File: src/rtl/mem_access_ctrl_if.sv
// -----------------------------------------------------------------------------
// mem_access_ctrl_if
//
// Data-memory handshake between the MEM-stage access controller and the
// data memory (or its bus adapter).
//
//   mem_req    controller -> memory   request is active
//   mem_we     controller -> memory   1 = write, 0 = read
//   mem_addr   controller -> memory   word-aligned byte address
//   mem_be     controller -> memory   byte enables, bit i = bits 8i+7:8i
//   mem_wdata  controller -> memory   lane-replicated write data
//   mem_ack    memory -> controller   access complete this cycle
//   mem_rdata  memory -> controller   raw read word, valid with mem_ack
//
// Modports: master = controller side, slave = memory side.
// -----------------------------------------------------------------------------
interface mem_access_ctrl_if;
  logic        mem_req;
  logic        mem_we;
  logic [31:0] mem_addr;
  logic [3:0]  mem_be;
  logic [31:0] mem_wdata;
  logic        mem_ack;
  logic [31:0] mem_rdata;

  modport master (
    output mem_req, mem_we, mem_addr, mem_be, mem_wdata,
    input  mem_ack, mem_rdata
  );

  modport slave (
    input  mem_req, mem_we, mem_addr, mem_be, mem_wdata,
    output mem_ack, mem_rdata
  );
endinterface

File: src/rtl/mem_access_ctrl.sv
// -----------------------------------------------------------------------------
// mem_access_ctrl
//
// Sequences MEM-stage loads and stores onto a multi-cycle data-memory
// handshake. Builds the word address, byte enables and lane-replicated store
// data, extracts and extends load data, stalls the pipeline while an access
// is outstanding and reports misaligned-address / bus-timeout errors.
//
// Parameters
//   TIMEOUT       max ACCESS cycles before abort with bus_err (0 = no limit)
//
// Ports
//   clk           clock, rising edge
//   rst_n         asynchronous active-low reset
//   req_valid     MEM-stage instruction is a load or store
//   req_we        1 = store, 0 = load
//   req_size      0 = byte, 1 = half, 2 = word, 3 = reserved
//   req_unsigned  zero-extend loads (LBU/LHU)
//   req_addr      effective byte address
//   req_wdata     store data, right-justified
//   stall         freezes the pipeline
//   done          one-cycle completion pulse
//   rdata         extended load result (held until the next load completes)
//   addr_err      misaligned / reserved-size request, valid with done
//   bus_err       timeout abort, valid with done
//   mem           data-memory handshake (master side)
// -----------------------------------------------------------------------------
module mem_access_ctrl #(
  parameter int unsigned TIMEOUT = 16
) (
  input  logic                  clk,
  input  logic                  rst_n,
  input  logic                  req_valid,
  input  logic                  req_we,
  input  logic [1:0]            req_size,
  input  logic                  req_unsigned,
  input  logic [31:0]           req_addr,
  input  logic [31:0]           req_wdata,
  output logic                  stall,
  output logic                  done,
  output logic [31:0]           rdata,
  output logic                  addr_err,
  output logic                  bus_err,
  mem_access_ctrl_if.master     mem
);

  localparam logic [1:0] S_IDLE   = 2'd0;
  localparam logic [1:0] S_ACCESS = 2'd1;
  localparam logic [1:0] S_RESP   = 2'd2;

  localparam logic [1:0] SZ_BYTE = 2'd0;
  localparam logic [1:0] SZ_HALF = 2'd1;
  localparam logic [1:0] SZ_WORD = 2'd2;

  // The counter only ever needs to reach TIMEOUT-1: the cycle in which it
  // equals that value is the last one allowed to wait for mem_ack.
  localparam int                CNT_W    = (TIMEOUT > 1) ? $clog2(TIMEOUT) : 1;
  localparam logic [CNT_W-1:0]  CNT_LAST = CNT_W'((TIMEOUT == 0) ? 0 : TIMEOUT - 1);

  logic [1:0]       state;
  logic [31:0]      addr_q;
  logic [1:0]       size_q;
  logic             we_q;
  logic             uns_q;
  logic [31:0]      wdata_q;
  logic [CNT_W-1:0] cnt;
  logic             addr_err_q;
  logic             bus_err_q;
  logic [31:0]      rdata_q;

  logic             in_idle;
  logic             in_access;
  logic             in_resp;
  logic             misaligned;
  logic             timeout_hit;
  logic [3:0]       be;
  logic [31:0]      lane_wdata;
  logic [7:0]       load_byte;
  logic [15:0]      load_half;
  logic [31:0]      load_val;

  assign in_idle   = (state == S_IDLE);
  assign in_access = (state == S_ACCESS);
  assign in_resp   = (state == S_RESP);

  // Alignment is judged on the incoming request so the accept cycle can
  // route straight to RESP without touching memory.
  // NOTE: every output of an always_comb gets a default first, so no path
  // through the case leaves it unassigned and a latch cannot be inferred.
  always_comb begin
    misaligned = 1'b1;
    case (req_size)
      SZ_BYTE: misaligned = 1'b0;
      SZ_HALF: misaligned = req_addr[0];
      SZ_WORD: misaligned = |req_addr[1:0];
      default: misaligned = 1'b1;
    endcase
  end

  assign timeout_hit = (TIMEOUT != 0) && (cnt == CNT_LAST);

  // Byte enables and lane-replicated store data from the latched request.
  always_comb begin
    be         = 4'b1111;
    lane_wdata = wdata_q;
    case (size_q)
      SZ_BYTE: begin
        be         = 4'b0001 << addr_q[1:0];
        lane_wdata = {4{wdata_q[7:0]}};
      end
      SZ_HALF: begin
        be         = addr_q[1] ? 4'b1100 : 4'b0011;
        lane_wdata = {2{wdata_q[15:0]}};
      end
      default: begin
        be         = 4'b1111;
        lane_wdata = wdata_q;
      end
    endcase
  end

  // Load lane selection and sign/zero extension of the raw memory word.
  always_comb begin
    load_byte = mem.mem_rdata[7:0];
    case (addr_q[1:0])
      2'd0:    load_byte = mem.mem_rdata[7:0];
      2'd1:    load_byte = mem.mem_rdata[15:8];
      2'd2:    load_byte = mem.mem_rdata[23:16];
      default: load_byte = mem.mem_rdata[31:24];
    endcase
    load_half = addr_q[1] ? mem.mem_rdata[31:16] : mem.mem_rdata[15:0];

    load_val = mem.mem_rdata;
    case (size_q)
      SZ_BYTE: load_val = {{24{~uns_q & load_byte[7]}}, load_byte};
      SZ_HALF: load_val = {{16{~uns_q & load_half[15]}}, load_half};
      default: load_val = mem.mem_rdata;
    endcase
  end

  // NOTE: sequential state uses non-blocking assignments so every register
  // samples pre-edge values regardless of statement order.
  always_ff @(posedge clk or negedge rst_n) begin
    if (!rst_n) begin
      state      <= S_IDLE;
      addr_q     <= '0;
      size_q     <= '0;
      we_q       <= 1'b0;
      uns_q      <= 1'b0;
      wdata_q    <= '0;
      cnt        <= '0;
      addr_err_q <= 1'b0;
      bus_err_q  <= 1'b0;
      rdata_q    <= '0;
    end else begin
      case (state)
        S_IDLE: begin
          if (req_valid) begin
            addr_q     <= req_addr;
            size_q     <= req_size;
            we_q       <= req_we;
            uns_q      <= req_unsigned;
            wdata_q    <= req_wdata;
            cnt        <= '0;
            addr_err_q <= misaligned;
            bus_err_q  <= 1'b0;
            state      <= misaligned ? S_RESP : S_ACCESS;
          end
        end
        S_ACCESS: begin
          // An ack in the last allowed cycle is checked first, so it
          // completes normally instead of timing out.
          if (mem.mem_ack) begin
            if (!we_q) rdata_q <= load_val;
            state <= S_RESP;
          end else if (timeout_hit) begin
            bus_err_q <= 1'b1;
            state     <= S_RESP;
          end else begin
            cnt <= cnt + 1'b1;
          end
        end
        S_RESP: begin
          // req_valid still shows the instruction just completed, so no new
          // request can be taken here.
          state <= S_IDLE;
        end
        default: begin
          state <= S_IDLE;
        end
      endcase
    end
  end

  // rst_n also gates the accept term: with the FSM forced to IDLE, a still
  // asserted req_valid must not raise stall while reset is held.
  assign stall    = rst_n & ((in_idle & req_valid) | in_access);
  assign done     = in_resp;
  assign addr_err = in_resp & addr_err_q;
  assign bus_err  = in_resp & bus_err_q;
  assign rdata    = rdata_q;

  // Bus outputs are quiet outside ACCESS and held stable while in it.
  assign mem.mem_req   = in_access;
  assign mem.mem_we    = in_access & we_q;
  assign mem.mem_addr  = in_access ? {addr_q[31:2], 2'b00} : 32'd0;
  assign mem.mem_be    = in_access ? be : 4'd0;
  assign mem.mem_wdata = in_access ? lane_wdata : 32'd0;

endmodule

File: src/flat_wrapper.sv
// flat-port wrapper written by rule: the top's interface ports become plain ports
module mem_access_ctrl_flat 
#(
  parameter int unsigned TIMEOUT = 16
)
  (clk, rst_n, req_valid, req_we, req_size, req_unsigned, req_addr, req_wdata, stall, done, rdata, addr_err, bus_err, mem_mem_req, mem_mem_we, mem_mem_addr, mem_mem_be, mem_mem_wdata, mem_mem_ack, mem_mem_rdata);
  mem_access_ctrl_if mem_i ();
  input  logic clk;
  input  logic rst_n;
  input  logic req_valid;
  input  logic req_we;
  input  logic [1:0] req_size;
  input  logic req_unsigned;
  input  logic [31:0] req_addr;
  input  logic [31:0] req_wdata;
  output logic stall;
  output logic done;
  output logic [31:0] rdata;
  output logic addr_err;
  output logic bus_err;
  output wire logic [$bits(mem_i.mem_req)-1:0] mem_mem_req;
  output wire logic [$bits(mem_i.mem_we)-1:0] mem_mem_we;
  output wire logic [$bits(mem_i.mem_addr)-1:0] mem_mem_addr;
  output wire logic [$bits(mem_i.mem_be)-1:0] mem_mem_be;
  output wire logic [$bits(mem_i.mem_wdata)-1:0] mem_mem_wdata;
  input wire logic [$bits(mem_i.mem_ack)-1:0] mem_mem_ack;
  input wire logic [$bits(mem_i.mem_rdata)-1:0] mem_mem_rdata;
  assign mem_mem_req = mem_i.mem_req;
  assign mem_mem_we = mem_i.mem_we;
  assign mem_mem_addr = mem_i.mem_addr;
  assign mem_mem_be = mem_i.mem_be;
  assign mem_mem_wdata = mem_i.mem_wdata;
  assign mem_i.mem_ack = mem_mem_ack;
  assign mem_i.mem_rdata = mem_mem_rdata;
  mem_access_ctrl #(.TIMEOUT(TIMEOUT)) u_core (.clk(clk), .rst_n(rst_n), .req_valid(req_valid), .req_we(req_we), .req_size(req_size), .req_unsigned(req_unsigned), .req_addr(req_addr), .req_wdata(req_wdata), .stall(stall), .done(done), .rdata(rdata), .addr_err(addr_err), .bus_err(bus_err), .mem(mem_i));
endmodule
File: config.mk
export PLATFORM = sky130hd
export DESIGN_NAME = mem_access_ctrl_flat
export DESIGN_NICKNAME = d
export VERILOG_FILES = /design/src/rtl/mem_access_ctrl_if.sv /design/src/rtl/mem_access_ctrl.sv /design/src/flat_wrapper.sv
export SDC_FILE = /design/constraint.sdc
export NUM_CORES = 1
export LEC_CHECK = 0
export CORE_UTILIZATION = 30
export DETAILED_ROUTE_END_ITERATION = 16
export PLACE_DENSITY = 0.65
export SLEW_MARGIN = 10
export SYNTH_ARGS = -nofsm -noshare
export SYNTH_HDL_FRONTEND = slang
export SYNTH_SLANG_ARGS = --single-unit
File: constraint.sdc
create_clock -name clk -period 1.55 [get_ports clk]
set_clock_uncertainty 0.05 [all_clocks]
set_input_delay 0.31 -clock clk [delete_from_list [all_inputs] [get_ports clk]]
set_output_delay 0.31 -clock clk [all_outputs]
set_load 0.02 [all_outputs]
# [After elaboration in Yosys (flattened, before gate mapping)]
# Index checks and enable logic that the tools add are counted.
[op_classes] n_addsub=1 n_mul=0 div_mod_pow=0 n_lt_le_gt_ge=0 n_eq_ne=13 n_shift=1 mux=23 bitwise=10 reduce_logical=11
[ops] cell="32-bit one-hot mux with 2 select lines" count=2
[ops] cell="32-bit two-way mux" count=2
[ops] cell="8-bit one-hot mux with 3 select lines" count=1
[ops] cell="4-bit two-way mux" count=5
[ops] cell="16-bit two-way mux" count=1
[ops] cell="4-bit one-hot mux with 2 select lines" count=2
[ops] cell="2-bit by 1-bit equality test with 1-bit output (second input constant)" count=4
[ops] cell="2-bit zero test" count=4
[ops] cell="2-bit two-way mux" count=4
[ops] cell="2-bit inequality test (second input constant)" count=4
[ops] cell="4-bit AND reduction" count=2
[ops] cell="1-bit AND" count=7
[ops] cell="2-bit equality test (second input constant)" count=3
[ops] cell="4-bit by 1-bit adder with 4-bit output (second input constant)" count=1
[ops] cell="4-bit equality test (second input constant)" count=1
[ops] cell="2-bit one-hot mux with 2 select lines" count=1
[ops] cell="2-bit AND reduction" count=2
[ops] cell="1-bit by 2-bit left shift with 4-bit output (first input constant)" count=1
[ops] cell="1-bit two-way mux" count=3
[ops] cell="3-bit inequality test (second input constant)" count=1
[ops] cell="1-bit one-hot mux with 3 select lines" count=1
[ops] cell="3-bit AND reduction" count=1
[ops] cell="1-bit NOT" count=2
[ops] cell="1-bit one-hot mux with 2 select lines" count=1
[ops] cell="3 further kinds" count=3
[totals] reg_bits=108 latchBits=0 ramBits=0 rom_bits=0 in_bits=104 word_cells=69 n_memories=0

# [Logic depth before layout (Yosys ltp)]
[logic_depth] depth_word=5 depth_mapped=6

# [Least setup slack after synthesis]
# OpenSTA, ideal clock, no wires.
[synth_timing] path_type="reg-to-output" from="register u_core.state[1]" to="output mem_mem_be[0]" arrival_time_ns=1.372 required_ns=1.190 slack_ns=-0.182 path_stages_with_launch=5 n_path_buf=1 path_cell_list="dfrtp_1 > nand2b_1 > inv_2 > clkbuf_1 > and2_1"
[synth_between] elab_chain_cells=2
[synth_lines] item="start: declaration" line_no="mem_access_ctrl.sv:60" source="logic [1:0] state;"
[synth_lines] item="start signal: assignment" line_no="mem_access_ctrl.sv:167" source="state <= misaligned ? S_RESP : S_ACCESS;"
[synth_lines] item="2-bit by 1-bit equality test with 1-bit output" line_no="mem_access_ctrl.sv:83" source="assign in_access = (state == S_ACCESS);"
[synth_lines] item="named net mem_mem_req" line_no="flat_wrapper.sv:21" source="output wire logic [$bits(mem_i.mem_req)-1:0] mem_mem_req;"
[synth_lines] item="4-bit two-way mux" line_no="mem_access_ctrl.sv:207" source="assign mem.mem_be = in_access ? be : 4'd0;"
[synth_lines] item="end: declaration" line_no="flat_wrapper.sv:24" source="output wire logic [$bits(mem_i.mem_be)-1:0] mem_mem_be;"
# The timed path passes the listed nets, and every way through them passes these cells.

# [Worst setup path in the final report]
[layout_timing] from="register u_core.size_q[1]" to="output mem_mem_wdata[26]"
[layout_between] elab_chain_cells=3
[layout_lines] item="start: declaration" line_no="mem_access_ctrl.sv:62" source="logic [1:0] size_q;"
[layout_lines] item="start signal: assignment" line_no="mem_access_ctrl.sv:160" source="size_q <= req_size;"
[layout_lines] item="2-bit by 1-bit equality test with 1-bit output / 2-bit zero test (equally long branches)" line_no="mem_access_ctrl.sv:106" source="case (size_q)"
[layout_lines] item="32-bit one-hot mux with 2 select lines (*)" line_no="mem_access_ctrl.sv:106"
[layout_lines] item="32-bit two-way mux (*)" line_no="mem_access_ctrl.sv:208" source="assign mem.mem_wdata = in_access ? lane_wdata : 32'd0;"
[layout_lines] item="end: declaration" line_no="flat_wrapper.sv:25" source="output wire logic [$bits(mem_i.mem_wdata)-1:0] mem_mem_wdata;"
# Every way passes the cells marked *; elsewhere a longest branch is shown, timed or not.

==> out/metrics.cfg <==
[pwr]
ir_worst_vdd_mv = 0.818
power_density_nw_per_um2 = 1530
leakage_component_of_the_power_uw = 0.00517

[run_status]
run_status = finished with violations
violations = setup timing

[detailed_routing]
routed_via_density = 5.02
ant_nets = 0
num_vias = 5263
post_drt_wl_per_cell_um = 20.7
detail_route.first_pass.iterations = 8
post-route-drc-count = 0
initialDrtViolationCount = 258
routed_wirelength_um = 21700

[clocking]
clock_insertion_delay_worst_skew_ps = 360
path_clk_slew_ps = 70
cts_hold_buffers = 0
clock_sinks = 108
root_buffer = sky130_fd_sc_hd__clkbuf_16
ctsHtreeMaxLevel = 3
tritoncts = built
cts-root-to-sink-buffers = 2
number_of_buffers_created_by_cts = 9

[layout]
fin_cells = 1048
area_growth_pct = 96.4
fin_nets = 922
drive_gt1_share_pct = 54.3

[worst_setup_path]
timing.critical_path.arrival_ps = 1600
crit_path_end_kind = primary output
worstPathRequired_ps = 1190
setup.worst_path.start_class = flip-flop
path_max_fanout = 6
cp_cell_sequence = buf_12 -> bufbuf_16 -> nor2_2 -> a21oi_2 -> nor2_4 -> buf_6
worstSetupPathType = reg -> out
cpPeakStageDelay_ps = 430
critical_path.slowest_cell = sky130_fd_sc_hd__dfrtp_2

[logic_synthesis]
synth.top_cells.by_area = sky130_fd_sc_hd__dfrtp_1, sky130_fd_sc_hd__mux2_2, sky130_fd_sc_hd__and2_1, sky130_fd_sc_hd__nand2_1, sky130_fd_sc_hd__mux2i_1
number_of_distinct_library_cells_after_synthesis = 43
synthesized_netlist_cell_count = 505
ys_warns = 0
ys_seq_elements = 108
sequential_area_share_after_synthesis_pct = 49.8
ys_async_sr_fraction_pct = 100
synth-edff-count = 0
synth.largest_area_cell = sky130_fd_sc_hd__dfrtp_1
yosysTopAreaCellShare_pct = 49.8
syn_area_per_cell_um2 = 10.8
mappedNetlistArea_um2 = 5430
ys.flop_type = sky130_fd_sc_hd__dfrtp_1

[global_routing]
first_global_vias = 5428
grt_first_pass_wirelength_um = 29400
number_of_antenna_violations_at_the_first_check_in_global_routing = 1
global_route.overflow_total = 0
total_routing_usage_gr_pct = 20.9
grt_start_max_net_pins = 57

[floorplan]
top_level_ports = 210
core-area_um2 = 17500
die_height_um = 137
die_area_um2 = 18600
initial_core_util_pct = 31.1
rows = 48
fp.dieW_um = 137

[timing]
slew_headroom_pct = 50.1
report.final.slew_viol_count = 0
hold_violations = 0
setup-violations-final = 174
timing.final.ws_setup_ps = -412
final_min_period_over_clock_period_pct = 127
fin_crit_ps = 1960
worst_slew_pin_slew_ps = 749
clock.fmax_mhz = 510
unrepaired_setup_endpoints_after_global_routing = true

[placement]
buffer_ports.inserted = 207
routabilityCongestion = 0.891
place.detailed.hpwl_um = 13200
dp_worst_slack_ps = -490
post-place-cells = 990

[min_path]
holdCritPathClass = in -> async

[run]
maxCapViolCount = 0

final timing paths:
check	from	endpoint	slack [ps]	cells past startpoint
setup / recovery	u_core.size_q[1]	mem_mem_wdata[26]	-410	6
hold / removal	rst_n	u_core.size_q[0]	60	2
setup reg to reg	u_core.state[1]	u_core.rdata[12]	-330	8
hold reg to reg	u_core.rdata[2]	u_core.rdata[2]	440	2
max in group asynchronous	rst_n	u_core.rdata[27]	480	3
min in group clk	u_core.rdata[2]	u_core.rdata[2]	440	2
report_power, final:
part           internal [uW]  switching (uW)
registers               3870             791
logic                   5130            4270
clock network           1150            1150
area by class of cell:
| cell class | instances | area, um2 |
|---|---|---|
| antenna | 1 | 2.50 |
| clock buffer | 10 | 239 |
| clock inverter | 6 | 48.8 |
| fill | 1327 | 6810 |
| inverter | 6 | 35.0 |
| multi-input combinational | 355 | 3480 |
| sequential | 108 | 2710 |
| tap | 225 | 282 |
| timing repair buffer | 337 | 3870 |
worst max-delay path, delay by kind of cell, from the launching register on:
family,cells,cell delay (ps)
flops,1,430
simple gates,2,210
buf+inv,3,540
compound gates,1,60
registers in the layout (all words and copies together) (netlist names):
| register | flops |
|---|---|
| u_core.addr_err_q | 1 |
| u_core.addr_q | 32 |
| u_core.bus_err_q | 1 |
| u_core.cnt | 4 |
| u_core.rdata | 32 |
| u_core.size_q | 2 |
| u_core.state | 2 |
| u_core.uns_q | 1 |
| u_core.wdata_q | 32 |
| u_core.we_q | 1 |
cells by family after synthesis:
kind of cell               share of synthesized area [%]
AOI/OAI and AO/OA                                   9.66
xor gates and xnor gates                           0.161
adders and majority gates                          0.230
buffers and inverters                               3.89
DFF                                                 49.8
muxes                                               18.6
other                                             0.0691
and+or+nand+nor                                     17.6
layer usage:
layer	GRT usage, %	vias to the layer above	part of all wire [%]
met5	0	-	0
li1	-	2392	-
met1	25.7	2625	41
met3	4.63	24	7.4
met2	35.3	222	50
met4	8.70	0	1.9
per-stage QoR:
| stage | hold WS, ps | area, um2 | setup TNS [ps] | util, % | power [uW] |
|---|---|---|---|---|---|
| after floorplan | -35.6 | 5670 | -1250 | - | 8240 |
| after CTS | 81.9 | 9650 | -41260 | 55.2 | 15200 |
| final | 60.1 | 10700 | -42950 | 61.0 | 16400 |
| after detailed placement | 432 | 8600 | -68850 | 49.2 | 11500 |
| after global placement | 422 | 8600 | -66400 | 49.2 | 11400 |
| after global routing | 104 | 10700 | -53990 | 61.0 | 17200 |
timing repair:
item                                    CTS  global route
cloned                                    7            18
endpoints found under the setup margin  204           205
resized for setup                       530           170
pin swaps                                13            56
buffers inserted                         11            10
cells in the final DEF, fill, tap and decap left out, types with 20 or more instances in the layout:
| master | instances |
|---|---|
| sky130_fd_sc_hd__clkdlybuf4s50_1 | 101 |
| sky130_fd_sc_hd__dfrtp_1 | 105 |
| sky130_fd_sc_hd__and2_4 | 42 |
| sky130_fd_sc_hd__buf_6 | 83 |
| sky130_fd_sc_hd__nand3_1 | 24 |
| sky130_fd_sc_hd__mux2_4 | 65 |
| sky130_fd_sc_hd__buf_4 | 76 |
| sky130_fd_sc_hd__clkbuf_16 | 25 |
| sky130_fd_sc_hd__nand2_1 | 46 |
| sky130_fd_sc_hd__dlymetal6s2s_1 | 31 |
| sky130_fd_sc_hd__nor2_4 | 20 |
synth_stat cells (all sizes together), types with 2 or more instances:
master,count
nor2b,2
nor2,31
buf,24
a22oi,15
nor3,4
o21bai,2
and2,44
nand2,54
a222oi,7
nand3b,3
dfrtp,108
mux2i,19
inv,6
a21oi,21
o21ai,25
nor3b,2
or3,2
clkbuf,13
nand3,34
mux2,73
nand2b,5
Note: power is estimated with default switching activity, not from simulation.
==> patch 1, RTL diff (same settings) <==
Put a register stage on the outputs `addr_err` and `bus_err`, cleared by the reset. The values now appear one clock later. The other outputs are not delayed to match. Comments in the files are not updated.
--- a/src/rtl/mem_access_ctrl.sv
+++ b/src/rtl/mem_access_ctrl.sv
@@ -198,4 +198,11 @@
   assign done     = in_resp;
-  assign addr_err = in_resp & addr_err_q;
-  assign bus_err  = in_resp & bus_err_q;
+  always_ff @(posedge clk or negedge rst_n) begin
+    if (!rst_n) begin
+      addr_err <= '0;
+      bus_err  <= '0;
+    end else begin
+      addr_err <= in_resp & addr_err_q;
+      bus_err  <= in_resp & bus_err_q;
+    end
+  end
   assign rdata    = rdata_q;
Formal check against the unedited RTL: not equivalent (a bounded check fails within 4 cycles, from zero or initial values and one cycle with rst_n low).
==> patch 1 against the original RTL <==
  * The run still ends with negative setup slack left
  * Combinational power shrank 15%
  * Cell area shrank 4.8%
  * Synthesized area grew 1.5%
  * Routed wire length shrank 4.4%
  * Sequential cell count grew 2
  * Power shrank 6.9%
  * Core utilization shrank 4.5 points
  * Maximum frequency shrank 0.45%
  * Worst setup slack lost 0.0089 ns
  * Count of clock-buffer cells in the layout is the same
==> patch 1: results (changes against the original RTL) <==
[placement]
globalplace.congestion=0.832  ; -6.6%
dpl.hpwl_mm=13.4  ; +1.3%
dpl-instance-area_sq_um=8680  ; +0.90%
dp_slack_ns=-0.524  ; -0.0334 ns

[timing]
hold-worst-slack_ns=0.423  ; +0.363 ns
finalSetupViolations=102  ; -41%
setup_ws_ns=-0.421  ; -0.00890 ns

[worst_setup_path]
worst_r2r_endpoint=u_core.rdata[5]
r2r-start=u_core.size_q[0]
cp-startpoint=u_core.size_q[0]
crit_end=mem_mem_be[0]
crit_fanout=8  ; +2
r2r_setup_slack_ns=-0.36  ; -0.03 ns

[cells_and_area]
antenna_cells=0  ; -1
drive_gt1_share_pct=39.8  ; -14 points
fin_cells=1194  ; +14%

[grt]
grt_max_degree=42  ; -26%
antenna_found_initial=0  ; -1
grt_pass1_vias=5450  ; +0.41%
grt_use_total_pct=21.1  ; +0.19 points
grt_pass1_wl_mm=30.0  ; +2.0%

[pwr]
power_mw=15.2  ; -6.9%
ir_worst_vdd_v=0.000758  ; -7.4%
switching_share_pct=39.2  ; +1.3 points
p_comb_mw=8.00  ; -15%

[synthesis]
synth_commonest_cells=nand2_1 (237), dfrtp_1 (110), and2_1 (41)
syn-mean-instance-area_sq_um=8.41  ; -22%
synth.top_cells.by_area=dfrtp_1 (50%), nand2_1 (16%), and2_1 (4.7%)
synth-seq-cells=110  ; +1.9%
ys_seq_area_share_pct=50.0  ; +0.18 points

[status]
violations=negative setup slack
status=complete, but fails checks

[routing]
drtIter0Drc=326  ; +26%

[patch 1: repair_timing]
action	4_1_cts	5_1_grt
gates resized for setup	490	157
endpoints found under the setup margin	159	137
hold buffers	1	0
hold endpoints to repair	12	0
setup buffers	12	16
cloned	5	4
pin swaps	12	54
[patch 1: area by class of cell]
cell class / instances / area, sq um
clock buffer: 10 / 239
tap: 229 / 287
multi-input combinational: 496 / 3320
clock inverter: 6 / 93.8
fill: 1577 / 7810
sequential: 110 / 2760
inverter: 5 / 26.3
timing repair buffer: 338 / 3440
[patch 1: logic make-up after synthesis]
family / after synthesis / synth area share (%)
flops: 110 / 50.0
mux: 27 / 5.61
fa+ha+maj: 1 / 0.227
compound gates: 84 / 9.31
simple gates: 381 / 30.6
buf+inv: 51 / 4.25
other cells: 1 / 0.0681
[patch 1: layer usage]
layer  vias to the layer above  part of all wire, %  track usage, %
li1                       2763                    -               -
met1                      2746                   42            27.9
met2                       206                   49            33.8
met3                        22                  7.2            4.78
met4                         0                  1.8            7.39
met5                         -                    0               0
==> patch 2, RTL diff (config.mk and constraints unchanged) <==
Made on the original files. `TIMEOUT` is set to 16 in 2 places; all go to 8.
--- a/src/rtl/mem_access_ctrl.sv
+++ b/src/rtl/mem_access_ctrl.sv
@@ -28,3 +28,3 @@
 module mem_access_ctrl #(
-  parameter int unsigned TIMEOUT = 16
+  parameter int unsigned TIMEOUT = 8
 ) (
--- a/src/flat_wrapper.sv
+++ b/src/flat_wrapper.sv
@@ -3,3 +3,3 @@
 #(
-  parameter int unsigned TIMEOUT = 16
+  parameter int unsigned TIMEOUT = 8
 )
Formal check against the unedited RTL: not equivalent (Yosys sat finds a counterexample within 10 cycles, from zero or initial values and one cycle with rst_n low).
==> patch 2 against the original RTL <==
  * The run ends with negative hold slack, negative setup slack left
  * Non-clock buffer count decreased by 16
  * Worst setup slack got worse by 0.067 ns
  * Routed wire length decreased by 6.3%
  * Synthesized area decreased by 0.39%
  * Combinational power decreased by 2.9%
  * Cell count decreased by 2.9%
  * Via count decreased by 1.7%
  * Cell area increased by 0.48%
  * Sequential cell count decreased by 1
  * Power decreased by 1.3%
  * Register-to-register slack got worse by 0.03 ns
  * Core utilization increased by 0.29 points
==> patch 2: results (changes against the original RTL) <==
[cells_and_area]
drive_gt1_share_pct=56.9  ; +2.6 points
fin_cells=1018  ; -2.9%
clock_buffers=12  ; +2
nNetsFinal=894  ; -3.0%
n_all_buffers=321  ; -4.7%
multi_input_area_sq_um=3790  ; +8.8%
synthToLayoutAreaGrowth_pct=98.1
regArea_sq_um=2680  ; -0.92%
multi_input_comb_cells=345  ; -2.8%
antenna_cells=0  ; -1

[timing]
relSlewSlack_pct=61.3  ; +11 points
hold-worst-slack_ns=-0.00741  ; -0.0675 ns
setup_ws_ns=-0.479  ; -0.0665 ns
final-hold-violation-count=6  ; +6
finalSetupViolations=176  ; +1.1%

[synthesis]
synth.top_cells.by_area=dfrtp_1 (50%), mux2_2 (15%), and2_1 (4.7%)
synth_top_area_share_pct=49.5  ; -0.27 points
syn-mean-instance-area_sq_um=11.0  ; +2.0%
ys_types=45  ; +4.7%
synth_compound_area_share_pct=13.7  ; +4.1 points

[grt]
met3_usage_pct=3.88  ; -0.75 points
grtUsageMet1_pct=26.6  ; +0.87 points
grt_pass1_wl_mm=28.7  ; -2.4%
grt_use_total_pct=20.3  ; -0.67 points

[routing]
viasPerCell=5.08  ; +1.2%
routed.top_layer=met5
wl_met2_mm=10.1  ; -6.8%
wl_met3_mm=1.10  ; -31%
wl_per_cell_um=19.9  ; -3.6%
dr.pass1.iters=4  ; -4
wl_met1_mm=8.57  ; -2.5%
drtIter0Drc=224  ; -13%

[worst_setup_path]
rr_worst_depth=7  ; -1
r2r_setup_slack_ns=-0.36  ; -0.03 ns
critical-path-max-stage-delay_ns=0.49  ; +0.06 ns

[placement]
dp_slack_ns=-0.506  ; -0.0153 ns
dpl-instance-area_sq_um=8630  ; +0.26%
dpl.hpwl_mm=12.8  ; -3.3%
globalplace.congestion=0.901  ; +1.1%

[status]
status=complete, but fails checks
violations=negative hold slack, negative setup slack

[clock_network]
post_cts_buffers=28  ; +17
ctsResizeCount=548  ; +3.4%

[pwr]
power.leakage_nw=4.73  ; -8.4%
switching_share_pct=37.6  ; -0.36 points

==> patch 2: cell types whose count changed after synthesis, moves of 6 or more <==
cell	unedited run	this run
nand3_2	10	0
a222oi_1	7	0
a22oi_1	15	0
a32oi_1	0	7
nand3_1	24	0
a21oi_1	20	40
a221oi_1	1	7
o211ai_1	0	16
nand2_1	54	27
a221o_1	0	7
nor2_1	30	41
==> patch 2: worst max-delay path by stage <==
stage / from / endpoint / slack, ns / cells after the start
after global placement: u_core.size_q[0] / mem_mem_wdata[15] / -0.47 / 6
after CTS: u_core.size_q[0] / mem_mem_wdata[30] / -0.46 / 7
final: u_core.size_q[1] / mem_mem_wdata[11] / -0.48 / 6
after floorplan: u_core.size_q[1] / mem_mem_wdata[10] / -0.02 / 5
after global routing: u_core.size_q[0] / mem_mem_wdata[11] / -0.52 / 6
after detailed placement: req_valid / stall / -0.51 / 4
